File: config.mk
export PLATFORM = sky130hd
export DESIGN_NAME = c1541_sd_arb
export DESIGN_NICKNAME = d
export VERILOG_FILES = /design/src/rtl/c1541_sd_pkg.sv /design/src/rtl/c1541_chsense.sv /design/src/rtl/c1541_sd_arb.sv
export SDC_FILE = /design/constraint.sdc
export NUM_CORES = 1
export LEC_CHECK = 0
export CORE_MARGIN = 2
export CORE_UTILIZATION = 35
export CTS_CLUSTER_DIAMETER = 80
export CTS_CLUSTER_SIZE = 24
export DETAILED_ROUTE_END_ITERATION = 12
export PLACE_DENSITY = 0.81
export SLEW_MARGIN = 40
export SYNTH_ARGS = -nofsm -noshare
export SYNTH_HDL_FRONTEND = slang
export SYNTH_SLANG_ARGS = --single-unit
File: constraint.sdc
create_clock -name clk_sys -period 2.6 [get_ports clk_sys]
set_input_delay 0.52 -clock clk_sys [delete_from_list [all_inputs] [get_ports clk_sys]]
set_output_delay 0.52 -clock clk_sys [all_outputs]
set_load 0.005 [all_outputs]
File: src/rtl/c1541_sd_pkg.sv
// Shared types and constants for the 1541 multi-drive SD arbiter.
package c1541_sd_pkg;

  localparam int C1541_LBA_W      = 32;
  localparam int C1541_MAX_DRIVES = 4;

  typedef enum logic [1:0] {
    IDLE = 2'd0,
    REQ  = 2'd1,
    XFER = 2'd2,
    DONE = 2'd3
  } arb_state_t;

endpackage

File: src/rtl/c1541_chsense.sv
// One drive's write-protect sense: mount edge detect, readonly latch and,
// with C1541_SD_CHSENSE_EN defined, the disk-change toggle window.
module c1541_chsense #(
  parameter int CH_TIMEOUT = 15000000
) (
  input  logic clk_sys,
  input  logic reset_n,
  input  logic disk_change,
  input  logic disk_readonly,
  output logic wps_n
);

  if (CH_TIMEOUT < 1) begin : g_bad_cfg
    $error("c1541_chsense: CH_TIMEOUT must be at least 1");
  end

  logic change_prev;
  logic ro;
  logic rise;

  assign rise = disk_change & ~change_prev;

  always_ff @(posedge clk_sys or negedge reset_n) begin
    if (!reset_n) begin
      change_prev <= 1'b0;
      ro          <= 1'b0;
    end else begin
      change_prev <= disk_change;
      if (rise) ro <= disk_readonly;
    end
  end

`ifdef C1541_SD_CHSENSE_EN
  localparam int CW = $clog2(CH_TIMEOUT + 1);

  logic [CW-1:0] cnt;
  logic          chg;
  logic          wps_q;

  assign chg = (cnt != '0);

  // A fresh mount edge restarts the window even if one is still running.
  always_ff @(posedge clk_sys or negedge reset_n) begin
    if (!reset_n) begin
      cnt   <= '0;
      wps_q <= 1'b1;
    end else begin
      if (rise)     cnt <= CW'(CH_TIMEOUT);
      else if (chg) cnt <= cnt - 1'b1;
      wps_q <= ~ro ^ chg;
    end
  end

  assign wps_n = wps_q;
`else
  assign wps_n = ~ro;
`endif

endmodule

File: src/rtl/c1541_sd_arb.sv
// Round-robin arbiter steering up to four drive channels onto one host SD
// block port, plus per-drive write-protect sense (C1541_SD_CHSENSE_EN).
module c1541_sd_arb
  import c1541_sd_pkg::*;
#(
  parameter int NDRIVES    = 4,
  parameter int CH_TIMEOUT = 15000000
) (
  input  logic                           clk_sys,
  input  logic                           reset_n,
  input  logic [NDRIVES*C1541_LBA_W-1:0] drv_lba,
  input  logic [NDRIVES-1:0]             drv_rd,
  input  logic [NDRIVES-1:0]             drv_wr,
  input  logic [NDRIVES*8-1:0]           drv_buff_din,
  output logic [NDRIVES-1:0]             drv_ack,
  output logic [NDRIVES-1:0]             drv_buff_wr,
  input  logic [NDRIVES-1:0]             disk_change,
  input  logic [NDRIVES-1:0]             disk_readonly,
  output logic [NDRIVES-1:0]             drv_wps_n,
  output logic [C1541_LBA_W-1:0]         sd_lba,
  output logic                           sd_rd,
  output logic                           sd_wr,
  input  logic                           sd_ack,
  input  logic                           sd_buff_wr,
  output logic [7:0]                     sd_buff_din,
  output logic [1:0]                     grant,
  output logic                           busy
);

  if (NDRIVES < 1 || NDRIVES > C1541_MAX_DRIVES) begin : g_bad_cfg
    $error("c1541_sd_arb: NDRIVES must be in 1..4");
  end

  arb_state_t state, state_nxt;

  logic [NDRIVES-1:0][C1541_LBA_W-1:0] lba_arr;
  logic [NDRIVES-1:0][7:0]             din_arr;
  logic [NDRIVES-1:0]                  pending;
  logic [1:0]                          grant_q, last_grant;
  logic [1:0]                          win_idx;
  logic                                win_found;
  logic                                dir_wr;
  logic [C1541_LBA_W-1:0]              lba_q;
  logic                                sd_rd_q, sd_wr_q;

  assign lba_arr = drv_lba;
  assign din_arr = drv_buff_din;
  assign pending = drv_rd | drv_wr;

  // First pending drive strictly after last_grant, wrapping modulo NDRIVES.
  always_comb begin
    int         idx;
    logic [1:0] cand;
    idx       = 0;
    cand      = '0;
    win_found = 1'b0;
    win_idx   = '0;
    for (int k = 1; k <= NDRIVES; k++) begin
      idx  = (int'(last_grant) + k) % NDRIVES;
      cand = 2'(idx);
      if (!win_found && pending[cand]) begin
        win_found = 1'b1;
        win_idx   = cand;
      end
    end
  end

  always_comb begin
    state_nxt   = state;
    drv_ack     = '0;
    drv_buff_wr = '0;
    case (state)
      IDLE: if (win_found) state_nxt = REQ;
      REQ: begin
        drv_ack[grant_q] = sd_ack;
        if (sd_ack) state_nxt = XFER;
      end
      XFER: begin
        drv_ack[grant_q]     = sd_ack;
        drv_buff_wr[grant_q] = sd_buff_wr;
        if (!sd_ack) state_nxt = DONE;
      end
      // Hold until the served drive lets go so its old level is not re-granted.
      DONE: if (!drv_rd[grant_q] && !drv_wr[grant_q]) state_nxt = IDLE;
      default: state_nxt = IDLE;
    endcase
  end

  always_ff @(posedge clk_sys or negedge reset_n) begin
    if (!reset_n) begin
      state      <= IDLE;
      grant_q    <= '0;
      last_grant <= 2'(NDRIVES - 1);
      lba_q      <= '0;
      dir_wr     <= 1'b0;
      sd_rd_q    <= 1'b0;
      sd_wr_q    <= 1'b0;
    end else begin
      state   <= state_nxt;
      // Host request is the REQ state delayed one cycle.
      sd_rd_q <= (state == REQ) && !dir_wr;
      sd_wr_q <= (state == REQ) && dir_wr;
      if (state == IDLE && win_found) begin
        grant_q <= win_idx;
        lba_q   <= lba_arr[win_idx];
        dir_wr  <= drv_wr[win_idx];
      end
      if (state == REQ && sd_ack) last_grant <= grant_q;
    end
  end

  assign sd_lba      = lba_q;
  assign sd_rd       = sd_rd_q;
  assign sd_wr       = sd_wr_q;
  assign grant       = grant_q;
  assign busy        = (state != IDLE);
  assign sd_buff_din = din_arr[grant_q];

  for (genvar i = 0; i < NDRIVES; i++) begin : g_chs
    c1541_chsense #(
      .CH_TIMEOUT(CH_TIMEOUT)
    ) u_chsense (
      .clk_sys      (clk_sys),
      .reset_n      (reset_n),
      .disk_change  (disk_change[i]),
      .disk_readonly(disk_readonly[i]),
      .wps_n        (drv_wps_n[i])
    );
  end

endmodule

[After elaboration in Yosys (flattened, before gate mapping)]
Cells that the tools add are included.
Word-level totals
  bits in registers: 49
  input port bits: 180
  output and inout bits: 57
  word-level logic and storage cells: 102
Cells by class
  $add $sub $neg: 4
  $lt $le $gt $ge: 7
  eq/ne operators: 7
  multiplexer cells: 35
  bitwise gates (word level): 15
  reductions and logical operators: 19
Operators with widths (number)
  $bmux 32 s2: 1
  $mux 32: 1
  $lt 2x3->1 const B: 6
  $bmux 8 s2: 1
  $mux 2: 8
  $bmux 1 s2: 7
  $mux 1: 12
  $logic_and 1x1->1: 9
  $and 4x4->4: 2
  $mux 4: 2
  $mux 8: 1
  $ne 2x2->1 const B: 4
  $not 1->1: 8
  $pmux 2 s4: 1
  $logic_not 1->1: 6
  $add 2x1->2 const B: 2
  $add 2x2->2 const B: 2
  $and 1x1->1: 4
  $eq 2x2->1 const B: 2
  $or 4x4->4: 1
  $reduce_and 4->1: 1
  $demux 1 s2: 1
  $eq 2x1->1 const B: 1
  $ge 2x1->1 const B: 1
  other kinds (3): 3

[Depth between registers and ports, before layout]
  word-level depth: 15
  depth in mapped cells: 9
  mapped depth without buffers: 6

[Cells and area by module]
From an unflattened synthesis, not the netlist that was laid out.
Second synthesis, totals
  cells, all modules: 287
  area, all modules: 3414.5 um2
Modules (own cells, without submodules)
  c1541_sd_arb: times used 1, cells each 267, area each 3084.2 um2, seq. area each 1028.5 um2
  c1541_chsense: times used 4, cells each 5, area each 82.6 um2, seq. area each 50.0 um2

[Worst setup path after synthesis]
OpenSTA, ideal clock, no wires.
  kind: flip-flop to output port
  start point: register grant_q[0], in the netlist grant[0]
  end point: output port sd_buff_din[0]
  data arrival time: 1.461 ns
  data required time: 2.080 ns
  setup slack: 0.619 ns
  cell stages (with the launch flop): 4
  path buffers: 2
  path through: dfrtp_1 buf_2 buf_1 mux4_2
Between the ends
  word-level cells in the longest chain between the ends: 2
Ends and longest elaborated chain
  from (decl): line c1541_sd_arb.sv:39  | logic [1:0] grant_q, last_grant;
  from (signal assigned): line c1541_sd_arb.sv:104  | grant_q <= win_idx;
  $bmux 8 s2: line c1541_sd_arb.sv:117  | assign sd_buff_din = din_arr[grant_q];
  $mux 8 (implied by the code): line c1541_sd_arb.sv:117
  to (decl): line c1541_sd_arb.sv:25  | output logic [7:0] sd_buff_din,
No other way between the ends. The select of a mux whose other input is x is not followed.

[Worst setup path after layout]
  start point: register grant_q[0], in the netlist grant[0]
  end point: output port sd_buff_din[3]
The elaborated chain is that of the path after synthesis.

==> results_dict.tcl <==
set metrics [dict create \
    status "completed" \
    pre_cts_slack_ns -0.02244 \
    clock_latency_ns 0.30 \
    routed_wl_mm 11.22 \
    p_sw_frac 0.3624 \
    grt_max_degree 31 \
    maxSlewHeadroom 0.5890 \
    cts_tree "built" \
    cts_made_buffers 5 \
    rows 34 \
    p_sw_w 0.001838 \
    finalInstanceArea_um2 5742 \
    grt_first_pass_wirelength_mm 17.71 \
    ios 237 \
    drv_cap 0 \
    ant_nets 0 \
    final_cell_mix "235 x clkdlybuf4s50_1, 65 x mux2i_1, 46 x dfrtp_1, 43 x nand2_1, 33 x o221ai_1" \
    reg2reg_from "grant[0]" \
    finalNonFillerCells 639 \
    dieArea_um2 9974 \
    worstPathRequired_ns 2.08 \
    fillers 694 \
    timing.fmax_ghz 0.4113 \
    startpoint_type "register" \
    yosysWarnings 0 \
    layout_setup_ws_ns 0.1689 \
    setup-violations-final 0 \
    drive_gt1_frac 0.08851 \
    drt-pass1-iter-count 4 \
    dieHeight_um 99.87 \
    vias 3397 \
    synth_async_sr_flop_share 1.000 \
    grtUsageTotal 0.2218 \
    internal-power_w 0.003233 \
    vias_per_cell 5.316 \
    layout_commonest_cell "clkdlybuf4s50_1" \
    synth-seq-area-share 0.3820 \
    comb_power_share 0.621 \
    hold_class "input pin to asynchronous set/reset pin" \
    arrival_ns 1.91 \
    fin_crit_sh 0.9351 \
    gp_congestion 0.9343 \
    hold_viol 0 \
    rsz0062_at_grt "false" \
    synth.avg_cell_area_um2 10.79 \
    path_max_fanout 12 \
    skew_ns 0.009475 \
    cts_buffer_depth 2 \
    num-nets-final 715 \
    hold_ws_ns 0.1578 \
    synth_nets 482 \
    drtIter0Drc 64 \
    clock_sinks 49 \
    area_delta_synth_final_pct 78.49 \
    clockRootBuffer "clkbuf_8" \
    critPathKind "register to output port" \
    syn_area_um2 3217 \
    hpwl_mm 9.029 \
    core_area_um2 8806 \
    synth_edf_count 0 \
    start_util 0.3653 \
    die_w_um 99.87 \
    synthCells 298 \
    end_kind "output port" \
    dp_cells 632 \
    diodes 0 \
    grt_pass1_vias 3625 \
    ir_drop_v 0.0004653 \
    antenna_found_initial 0 \
    grt_overflow_total 0 \
    p_per_area_nw_per_um2 883.1 \
    synth_flop_cell "dfrtp_1" \
    p_clk_frac 0.107 \
    period_minus_slack_ns 2.431 \
    fin_setup_tns_ns 0 \
    h-tree-depth 2 \
    postPlaceCellArea_um2 5637 \
    ys_ff_latch 49 \
    wl_per_cell_um 17.56 \
    r2r_cells 4 \
    startpoint "grant[0]" \
    synth_cell_types 35 \
    clkSlewWorstSetupHoldPaths_ns 0.10 \
    p_leak_nw 2.457 \
    tightest_slew_ns 0.6165 \
    final_max_slew_viol_count 0 \
    seqPwrFrac 0.272 \
    drc 0 \
    hold_buffers 0 \
    io_buffers 236 \
]
==> cell type report <==
class                      count  area (µm²)  share of cell area
timing repair buffer         252        2515              0.4380
multi-input combinational    211        1713              0.2983
sequential                    49        1230              0.2142
tap                          108       135.1             0.02353
clock buffer                   5       68.82             0.01199
inverter                      12       45.04            0.007845
clock inverter                 2       35.03            0.006102
==> power by group through the flow <==
stage               combinational (W)  clock (W)  sequential, W
floorplan                     0.00191          0        0.00129
global placement              0.00307          0        0.00138
detailed placement            0.00317          0        0.00140
CTS                           0.00318   0.000561        0.00139
global route                  0.00339   0.000584        0.00143
finish                        0.00315   0.000540        0.00138
==> final timing paths <==
path	end	slack, ns
worst max-delay path	sd_buff_din[3]	0.17
worst min-delay path	sd_lba[5]	0.16
worst max register to register	state[1]	0.53
worst min register to register	sd_rd	0.48
max in group asynchronous	last_grant[1]	1.62
min in group clk_sys	sd_rd	0.48
==> per-layer routing <==
layer / share of wire / vias to the layer above / global-route usage
li1: - / 1574 / -
met1: 0.38 / 1632 / 0.2544
met2: 0.51 / 177 / 0.4174
met5: 0 / - / 0
met4: 0.012 / 0 / 0.04426
met3: 0.090 / 14 / 0.05571
==> kinds of logic (layout without fill, tap and decap cells) <==
| kind of cell | count (synthesis) | after routing | synth area share |
|---|---|---|---|
| AOI/OAI and AO/OA | 61 | 61 | 0.1525 |
| DFF | 49 | 49 | 0.3820 |
| and+or+nand+nor | 69 | 69 | 0.08790 |
| buffers and inverters | 38 | 271 | 0.08635 |
| muxes | 77 | 77 | 0.2758 |
| adders and majority gates | 4 | 4 | 0.01556 |
==> per-stage QoR <==
step | power [W] | util
CTS | 0.005130 | 0.6520
detailed placement | 0.004569 | 0.6401
global placement | 0.004452 | 0.6401
floorplan | 0.003198 | -
global route | 0.005410 | 0.6520
finish | 0.005071 | 0.6520
==> registers in the layout (all words and copies together), names as in the netlist <==
signal,flops
sd_rd,1
state,2
dir_wr,1
sd_wr,1
grant,2
sd_lba,32
g_chs.u_chsense.ro,4
last_grant,2
g_chs.u_chsense.change_prev,4
==> repair_timing <==
item / CTS / global route
endpoints found under the setup margin: 8 / 0
resized for setup: 1 / 0
buffers inserted: 0 / 0
==> critical path, cell delays in order, from the launching register on <==
cell and delay [ns]:
dfrtp_2 0.59, mux4_2 0.54, clkdlybuf4s50_1 0.48
==> Yosys cell counts, types with 2 or more instances <==
cell | number | area share
a21oi_1 | 11 | 0.017
a31o_2 | 4 | 0.011
and2_1 | 2 | 0.0039
buf_2 | 3 | 0.0047
buf_4 | 4 | 0.0093
buf_6 | 2 | 0.0070
buf_8 | 9 | 0.042
clkbuf_1 | 7 | 0.0082
dfrtp_1 | 47 | 0.37
dfstp_2 | 2 | 0.016
ha_1 | 4 | 0.016
inv_1 | 12 | 0.014
mux2_2 | 3 | 0.011
mux2i_1 | 65 | 0.20
mux4_2 | 9 | 0.063
nand2_1 | 43 | 0.050
nand2b_1 | 2 | 0.0039
nor2_1 | 14 | 0.016
nor3_1 | 4 | 0.0062
o21ai_0 | 4 | 0.0062
o221ai_1 | 33 | 0.090
No activity file was read; power rests on OpenSTA's default activity.
